**src/rtl/mv_mem_arbiter.sv**
```systemverilog
// Arbitrates one single-port motion-vector RAM between the ME writer (A) and the median filter (B).
// Round-robin grants with an optional ownership lock; read data is routed back to its owner after RD_LAT cycles.
module mv_mem_arbiter #(
    parameter int ADDR_W = 16,
    parameter int DATA_W = 9,
    parameter int RD_LAT = 1
) (
    input  logic              CLK,
    input  logic              reset,
    input  logic              a_req,
    input  logic              a_we,
    input  logic              a_lock,
    input  logic [ADDR_W-1:0] a_addr,
    input  logic [DATA_W-1:0] a_wdata,
    output logic              a_gnt,
    output logic              a_rvalid,
    input  logic              b_req,
    input  logic              b_we,
    input  logic              b_lock,
    input  logic [ADDR_W-1:0] b_addr,
    input  logic [DATA_W-1:0] b_wdata,
    output logic              b_gnt,
    output logic              b_rvalid,
    output logic [DATA_W-1:0] rdata,
    output logic              mem_en,
    output logic              mem_we,
    output logic [ADDR_W-1:0] mem_addr,
    output logic [DATA_W-1:0] mem_wdata,
    input  logic [DATA_W-1:0] mem_rdata,
    output logic              busy,
    output logic [1:0]        dbg_state
);

    // Handshake: a requester holds req (with we/addr/wdata/lock valid) until it sees gnt in the
    // same cycle; the RAM access happens in that gnt cycle and req may change on the next cycle.
    typedef enum logic [1:0] {
        ARB    = 2'd0,
        LOCK_A = 2'd1,
        LOCK_B = 2'd2
    } state_t;

    state_t            state;
    logic              rr_last;   // 1: B held the most recent grant
    logic [RD_LAT-1:0] tag_v;
    logic [RD_LAT-1:0] tag_b;     // owner of each in-flight read, 1 = B
    logic              tail_v;

    always_comb begin
        a_gnt = 1'b0;
        b_gnt = 1'b0;
        if (!reset) begin
            case (state)
                LOCK_A: a_gnt = a_req;
                LOCK_B: b_gnt = b_req;
                default: begin
                    if (a_req && b_req) begin
                        a_gnt = rr_last;
                        b_gnt = !rr_last;
                    end else begin
                        a_gnt = a_req;
                        b_gnt = b_req;
                    end
                end
            endcase
        end
    end

    always_comb begin
        mem_we    = 1'b0;
        mem_addr  = '0;
        mem_wdata = '0;
        if (a_gnt) begin
            mem_we    = a_we;
            mem_addr  = a_addr;
            mem_wdata = a_wdata;
        end else if (b_gnt) begin
            mem_we    = b_we;
            mem_addr  = b_addr;
            mem_wdata = b_wdata;
        end
    end

    assign mem_en = a_gnt | b_gnt;

    always_ff @(posedge CLK) begin
        if (reset) begin
            state   <= ARB;
            rr_last <= 1'b1;
        end else begin
            if (a_gnt) begin
                rr_last <= 1'b0;
            end else if (b_gnt) begin
                rr_last <= 1'b1;
            end
            case (state)
                ARB: begin
                    // A lock only takes hold when it accompanies a grant.
                    if (a_gnt && a_lock) begin
                        state <= LOCK_A;
                    end else if (b_gnt && b_lock) begin
                        state <= LOCK_B;
                    end
                end
                LOCK_A:  if (!a_lock) state <= ARB;
                LOCK_B:  if (!b_lock) state <= ARB;
                default: state <= ARB;
            endcase
        end
    end

    always_ff @(posedge CLK) begin
        if (reset) begin
            tag_v <= '0;
            tag_b <= '0;
        end else begin
            tag_v[0] <= mem_en & !mem_we;
            tag_b[0] <= b_gnt;
            for (int i = 1; i < RD_LAT; i++) begin
                tag_v[i] <= tag_v[i-1];
                tag_b[i] <= tag_b[i-1];
            end
        end
    end

    // The tail tag lines up with the RAM output; data passes straight through to the owner.
    assign tail_v    = tag_v[RD_LAT-1] & !reset;
    assign a_rvalid  = tail_v & !tag_b[RD_LAT-1];
    assign b_rvalid  = tail_v & tag_b[RD_LAT-1];
    assign rdata     = tail_v ? mem_rdata : '0;
    assign busy      = (|tag_v) | (state != ARB);
    assign dbg_state = state;

endmodule

```
**config.mk**
```make
export PLATFORM = sky130hd
export DESIGN_NAME = mv_mem_arbiter
export DESIGN_NICKNAME = d
export VERILOG_FILES = /design/src/rtl/mv_mem_arbiter.sv
export SDC_FILE = /design/constraint.sdc
export NUM_CORES = 1
export LEC_CHECK = 0
export CORE_UTILIZATION = 22
export DETAILED_ROUTE_END_ITERATION = 7
export PLACE_DENSITY = 0.89
export SYNTH_ARGS = -nofsm -noshare
export SYNTH_HDL_FRONTEND = slang
export SYNTH_SLANG_ARGS = --single-unit
```
**constraint.sdc**
```tcl
create_clock -name CLK -period 2.1 [get_ports CLK]
set_input_delay 0.525 -clock CLK [delete_from_list [all_inputs] [get_ports CLK]]
set_output_delay 0.525 -clock CLK [all_outputs]
set_load 0.005 [all_outputs]
```
## After elaboration in Yosys (flattened, before gate mapping)

Cells that the tools add are included.

| operators by class | value |
|---|---|
| equal/unequal tests | 5 |
| mux-type cells | 20 |
| bitwise logic cells | 6 |
| reduce and logical (&&, ||, !) cells | 11 |

Operators with widths:

| cell | number |
|---|---|
| 16-bit 2-to-1 mux | 2 |
| 9-bit 2-to-1 mux | 3 |
| 1-bit 2-to-1 mux | 8 |
| 2-bit 2-to-1 mux | 4 |
| 2-bit one-hot mux with 3 select lines | 1 |
| 1-bit AND | 4 |
| 1-bit logical NOT | 4 |
| 2-bit inequality test, second input constant | 2 |
| 1-bit one-hot mux with 2 select lines | 2 |
| 2-bit nonzero test | 2 |
| 1-bit logical AND | 3 |
| 3-bit inequality test, second input constant | 1 |
| 3-bit AND reduction | 1 |
| 2-bit by 1-bit equality test with 1-bit output, second input constant | 1 |
| 2-bit equality test, second input constant | 1 |
| 2-bit logical NOT | 1 |
| 1-bit OR | 2 |

| word-level totals | value |
|---|---|
| register bits | 5 |
| logic and storage cells | 46 |

## Logic depth before layout (Yosys ltp)

Gate-level depths: netlist (run 1).

| logic depth | value |
|---|---|
| depth in word-level cells | 8 |
| mapped depth | 8 |
| depth with buffers taken out | 6 |

## Worst setup path after synthesis (run 1)

Ideal clock, no wire load.

| timing path | value |
|---|---|
| path kind | flip-flop to output port |
| from | register state[0] (netlist: dbg_state[0]) |
| to | output mem_addr[10] |
| arrival time | 1598 ps |
| required time | 1575 ps |
| slack | -23 ps |
| cell stages (with the launch flop) | 9 |
| path buffers | 2 |
| path through | dfxtp_1 inv_1 ha_1 nor2b_1 nor4b_4 buf_6 buf_6 nand2_1 o21ai_0 |

| between the ends | value |
|---|---|
| elaborated cells on any way between the ends | 8 |
| classes of those cells | 2 x eq/ne; 6 x mux |

RTL lines:

| element | line | text |
|---|---|---|
| start: declaration | 42 | `state_t state;` |
| start signal: assignment | 87 | `state <= ARB;` |
| start signal: assignment | 99 | `state <= LOCK_A;` |
| start signal: assignment | 101 | `state <= LOCK_B;` |
| 2-bit equality test / 2-bit by 1-bit equality test with 1-bit output (equally long branches) | 52 | `case (state)` |
| 1-bit one-hot mux with 2 select lines (*) | 52 |  |
| 1-bit 2-to-1 mux (*) | 51 | `if (!reset) begin` |
| via a_gnt | 15 | `output logic a_gnt,` |
| 16-bit 2-to-1 mux (*) | 72 | `if (a_gnt) begin` |
| end: declaration | 27 | `output logic [ADDR_W-1:0] mem_addr,` |

Mark *: on every way through the listed nets, which the timed path passes. The rest lies on a longest branch.

## Worst setup path after layout (run 1)

| timing path | value |
|---|---|
| from | register state[1] (netlist: dbg_state[1]) |
| to | output mem_addr[1] |

| between the ends | value |
|---|---|
| cells in the longest elaborated chain, start to end | 5 |
| elaborated cells on any way between the ends | 8 |
| classes of those cells | 2 x eq/ne; 6 x mux |

RTL lines:

| element | line | text |
|---|---|---|
| 2-bit equality test / 2-bit by 1-bit equality test with 1-bit output (equally long branches) | 52 |  |
| 1-bit one-hot mux with 2 select lines | 52 |  |
| 1-bit 2-to-1 mux | 51 |  |
| 16-bit 2-to-1 mux | 76 | `end else if (b_gnt) begin` |
| 16-bit 2-to-1 mux (*) | 72 |  |

Mark *: on every way between the ends. The rest lies on a longest branch, timed or not.

==> flow_summary.toml, run 1 <==
[sta]
clock_skew_ns = 0.002605
fmax_ghz = 0.3817
setup_viol = 30
final_max_slew_viol_count = 0
finalWorstSetupSlack_ns = -0.5198
rsz0062_at_grt = "yes"
period_needed_ns = 2.620
slew_headroom_pct = 71.50
fin_crit_sh_pct = 124.8
setup_tns_ns = -12.99
finalHoldViolations = 0
worst_pin_slew_ns = 0.4275

[synth]
synth-simple-area-share_pct = 48.74
syn_inst = 130
synth_top_area_share_pct = 24.61
synth_xor_area_share_pct = 0
synth.avg_cell_area_sq_um = 6.102
synth_top_family_by_area = "simple AND/OR/NAND/NOR gates"
synth_warnings = 0
synth_top_cells_by_count = "nand2_1 (52), o21ai_0 (25), and2_1 (10)"
mappedNetlistArea_sq_um = 793.3
synth_most_common_cell = "nand2_1"
synth_top_flop_cell = "dfxtp_1"
yosys-mux-area-fraction_pct = 0
synth_compound_area_share_pct = 22.87
async_flop_share_pct = 0
ys_seq_area_share_pct = 12.62
synthTopCellsByArea = "nand2_1 (25%), o21ai_0 (16%), dfxtp_1 (13%)"
synthAdderAreaFrac_pct = 4.732
synth_cell_type_count = 27
yosys_register_bits = 5
synth_top_area_cell = "nand2_1"
synth_nets = 200
synth_edf_count = 0

[grt]
grt_max_degree = 11
grt_pass1_vias = 1286
grt_use_total_pct = 22.02
overflow = 0
grt_pass1_wl_um = 6065
grt_antenna_before_repair = 0

[outcome]
violations = "negative setup slack"
status = "finished, violations left"

[final_layout]
diodes = 0
area_delta_synth_final_pct = 224.9
fill_cells = 222
drive_above_1_share_pct = 44.80
nets = 350
final_cells = 325

[power]
p_leak_nw = 1.204
ir_drop_mv = 0.2380
powerDensity_nw_per_um2 = 328.8
finalPower_mw = 0.8474

[routing]
detail-route-antenna-nets = 0
vias_per_cell = 4.806
drt_iter0_drc = 50
finalWirelength_um = 5369
wl_per_cell_um = 16.52
drtPass1Iterations = 4
vias = 1562
drc = 0

[place]
io_buffers = 109
place_congestion = 0.7067
hpwlAfterDp_um = 2587
place_ws_ns = -0.8950
place_inst = 286

[floorplanning]
io_pins = 110
die-area_sq_um = 3850
core-area_sq_um = 3390
dieHeight_um = 62.05
die_x_um = 62.05
row_count = 21
initial_core_util_pct = 23.40

[worst_setup_path]
critical_path_class = "reg -> out"
crit_path_end_kind = "output port"
cp-start-kind = "flop"
crit_required_ns = 1.57
crit_path_max_fanout = 5
arrival_ns = 2.09

[clock_network]
postCtsHoldBufs = 0
clock_latency_ns = 0.25
cts.sinks = 5
cts_tree = "done"
cts_inserted_buffers = 3
clk_pin_slew_ns = 0.05
cts_max_level = 1
cts_root_buffer = "clkbuf_4"
clock_path_buffers = 2

[hold_path]
hold_path.class = "in -> reg"

[job]
max-cap-violations = 0
## what timing repair did
item                                    4_1_cts  5_1_grt
pin swaps                                    12       22
gates resized for setup                     195       50
endpoints found under the setup margin       40       31
endpoints found under the hold margin         0        0
buffers inserted                             18       10
gates cloned                                  8        2
## worst paths after layout
check / start / endpoint / slack (ns) / depth (start not counted)
setup / recovery: dbg_state[1]$_SDFFE_PP0P_ / mem_addr[1] / -0.52 / 11
hold / removal: reset / dbg_state[0]$_SDFFE_PP0P_ / 0.64 / 3
setup reg to reg: dbg_state[1]$_SDFFE_PP0P_ / dbg_state[1]$_SDFFE_PP0P_ / -0.14 / 12
hold reg to reg: rr_last$_SDFFE_PP1P_ / rr_last$_SDFFE_PP1P_ / 0.67 / 2
## area by class of cell
| class | count | area [sq um] | area share (%) |
|---|---|---|---|
| multi-input combinational | 113 | 820.8 | 31.84 |
| inverter | 2 | 7.507 | 0.2913 |
| timing repair buffer | 155 | 1563 | 60.63 |
| sequential | 5 | 102.6 | 3.981 |
| tap | 46 | 57.56 | 2.233 |
| clock buffer | 4 | 26.28 | 1.019 |
## power by group
| part | internal (mW) | total [mW] | switching (mW) |
|---|---|---|---|
| Combinational | 0.387 | 0.617 | 0.230 |
| Clock | 0.0724 | 0.121 | 0.0483 |
| Sequential | 0.103 | 0.109 | 0.00614 |
| Total | 0.563 | 0.847 | 0.284 |
## worst max-delay path, cell delays in order (launching register included)
cell	delay, ns
dfxtp_2	0.33
inv_2	0.05
ha_4	0.26
nor2b_4	0.14
nor4b_4	0.23
buf_4	0.15
buf_6	0.12
buf_6	0.14
buf_16	0.14
nand2_2	0.04
o21ai_1	0.09
buf_2	0.16
## sequential cells by signal, summed over array words and instances, names as in the netlist
| register | flops |
|---|---|
| dbg_state | 2 |
| rr_last | 1 |
| tag_b | 1 |
| tag_v | 1 |
## cells by family (layout without fill, tap and decap cells)
| kind of cell | count (synthesis) | in the layout |
|---|---|---|
| adder cells (fa/ha/maj) | 3 | 3 |
| buffers and inverters | 12 | 161 |
| AND/OR/NAND/NOR | 77 | 77 |
| AO/OA/AOI/OAI | 33 | 33 |
| flip-flops | 5 | 5 |
## per-stage QoR
step	util, %	cell area, sq um	hold slack, ns
after CTS	68.99	2338	0.6130
final	76.04	2577	0.6373
after floorplan	-	805.8	0.5074
after global routing	76.04	2577	0.6239
after detailed placement	58.47	1982	0.5802
after global placement	58.47	1982	0.5538
## routing by layer
layer	routed length [um]	vias to the layer above	GRT usage, %
met3	428	12	6.625
met5	0	-	0
met2	2913	86	40.43
met1	1921	723	25.00
met4	106	0	4.444
li1	-	741	-
## placed cells by master, fill, tap and decap left out, drive strengths merged
master | synthesis | final
nand3b | 1 | 1
inv | 2 | 2
nor2b | 4 | 4
o21ai | 26 | 26
a31oi | 1 | 1
nor4 | 1 | 1
a21oi | 2 | 2
dfxtp | 5 | 5
nor3b | 1 | 1
o211a | 1 | 1
clkdlybuf4s15 | 0 | 3
and3 | 1 | 1
o21bai | 1 | 1
clkdlybuf4s50 | 0 | 66
nand2b | 2 | 2
bufbuf | 0 | 1
dlygate4sd2 | 0 | 10
nand2 | 52 | 52
nand4 | 1 | 1
and2 | 10 | 10
clkbuf | 3 | 6
a22oi | 1 | 1
nor4b | 1 | 1
buf | 7 | 73
ha | 3 | 3
and4b | 2 | 2
or2 | 1 | 1
a311o | 1 | 1
No activity file was read; power rests on OpenSTA's default activity.
==> run 2, diff against run 1 <==
- CTS_CLUSTER_SIZE: not set -> 14
==> results of run 2 <==
Final layout, timing and power as in run 1 (identical DEF).
==> RTL edit, RTL diff (settings of run 2) <==
Register the output `dbg_state` once more; this adds one clock of latency there. The other outputs are not delayed to match.
--- a/src/rtl/mv_mem_arbiter.sv
+++ b/src/rtl/mv_mem_arbiter.sv
@@ -128,7 +128,9 @@
     assign b_rvalid  = tail_v & tag_b[RD_LAT-1];
     assign rdata     = tail_v ? mem_rdata : '0;
     assign busy      = (|tag_v) | (state != ARB);
-    assign dbg_state = state;
+    always_ff @(posedge CLK) begin
+        dbg_state <= state;
+    end
 
 endmodule
 
Formal check against the unedited RTL: not equivalent (a bounded check fails within 4 cycles, from zero or initial values and one cycle with reset high).
==> RTL edit against run 2 <==
  * The run still ends with negative setup slack left
  * Setup slack gained 0.0068 ns
  * Critical endpoint is now mem_addr[3]
  * Wire length shrank 17%
  * Cell area shrank 9.3%
  * Power grew 5.7%
  * Core utilization shrank 8.7 points
  * Combinational power shrank 13%
  * Synthesized area grew 4.9%
  * Sequential cell count grew 2
  * Die area grew 4.7%
  * Highest routed layer unchanged
==> RTL edit: results (changes against run 2) <==
routabilityCongestion: 0.773  # +9.4%
place_inst: 292  # +2.1%
skew_ns: 0.00215  # -0.000458 ns
dr_wl_met2_um: 2270  # -22%
finalWorstSetupSlack_ns: -0.513  # +0.00685 ns
setup_viol: 29  # -3.3%
critPathLaunch: "state[0]"
hp-start: "state[1]"
synthCells: 132  # +1.5%
synth_seq_area_share_pct: 16.8  # +4.2 points
vias: 1452  # -7.0%
use_met3_pct: 4.17  # -2.5 points
max-slew-margin-rel_pct: 76.6  # +5.1 points
switching_share_pct: 30.7  # -2.9 points
grt_pass1_wl_um: 6980  # +15%
drtIter0Drc: 47  # -6.0%
wirelength_um: 4430  # -17%
violations: "negative setup slack"
met2_usage_pct: 39.4  # -1.1 points
nFillCells: 308  # +39%
hold_class: "reg2reg"
comb_power_uw: 538  # -13%
setup_tns_ns: -11.68  # +1.31 ns
r2r_slack_ns: 0.15  # +0.29 ns
grt_usage_pct: 22.2  # +0.15 points
routedLengthMet1_um: 1800  # -6.3%
synth_compound_area_share_pct: 21.2  # -1.7 points
hold_ws_ns: 0.465  # -0.172 ns
status: "finished with violations"
synthTopCellsByArea: "nand2_1 (23%), dfxtp_1 (17%), o21ai_0 (15%)"
ys_types: 28  # +3.7%
leakage_uw: 0.00107  # -11%
path_max_fanout: 7  # +2
fin_nets: 344  # -1.7%
## RTL edit: what timing repair did
action / CTS / global route
endpoints found under the setup margin: 40 / 32
gates cloned: 6 / 1
gates resized for setup: 169 / 35
setup buffers: 13 / 5
pin swaps: 7 / 9
## RTL edit: per-stage QoR
stage          total power, µW  util, %  area, µm²
6_report                   896     67.4       2340
5_1_grt                    948     67.4       2340
4_1_cts                    865     64.6       2240
3_5_place_dp               593     58.8       2040
3_3_place_gp               583     58.8       2040
2_1_floorplan              298        -        832
## RTL edit: final cells by class
type | count | area, µm² | share of cell area [%]
clock buffers | 3 | 41.3 | 1.77
clock inverters | 1 | 5.00 | 0.214
inverters | 2 | 7.51 | 0.321
well taps | 46 | 57.6 | 2.46
flip-flops and latches | 7 | 143 | 6.10
repair buffers | 147 | 1390 | 59.6
multi-input cells | 113 | 691 | 29.6
## RTL edit: path summary, 6_finish.rpt
path | to | cells past startpoint
min reg2reg | dbg_state[1] | 1
max | mem_addr[3] | 10
min | dbg_state[1] | 1
max reg2reg | state[1] | 9
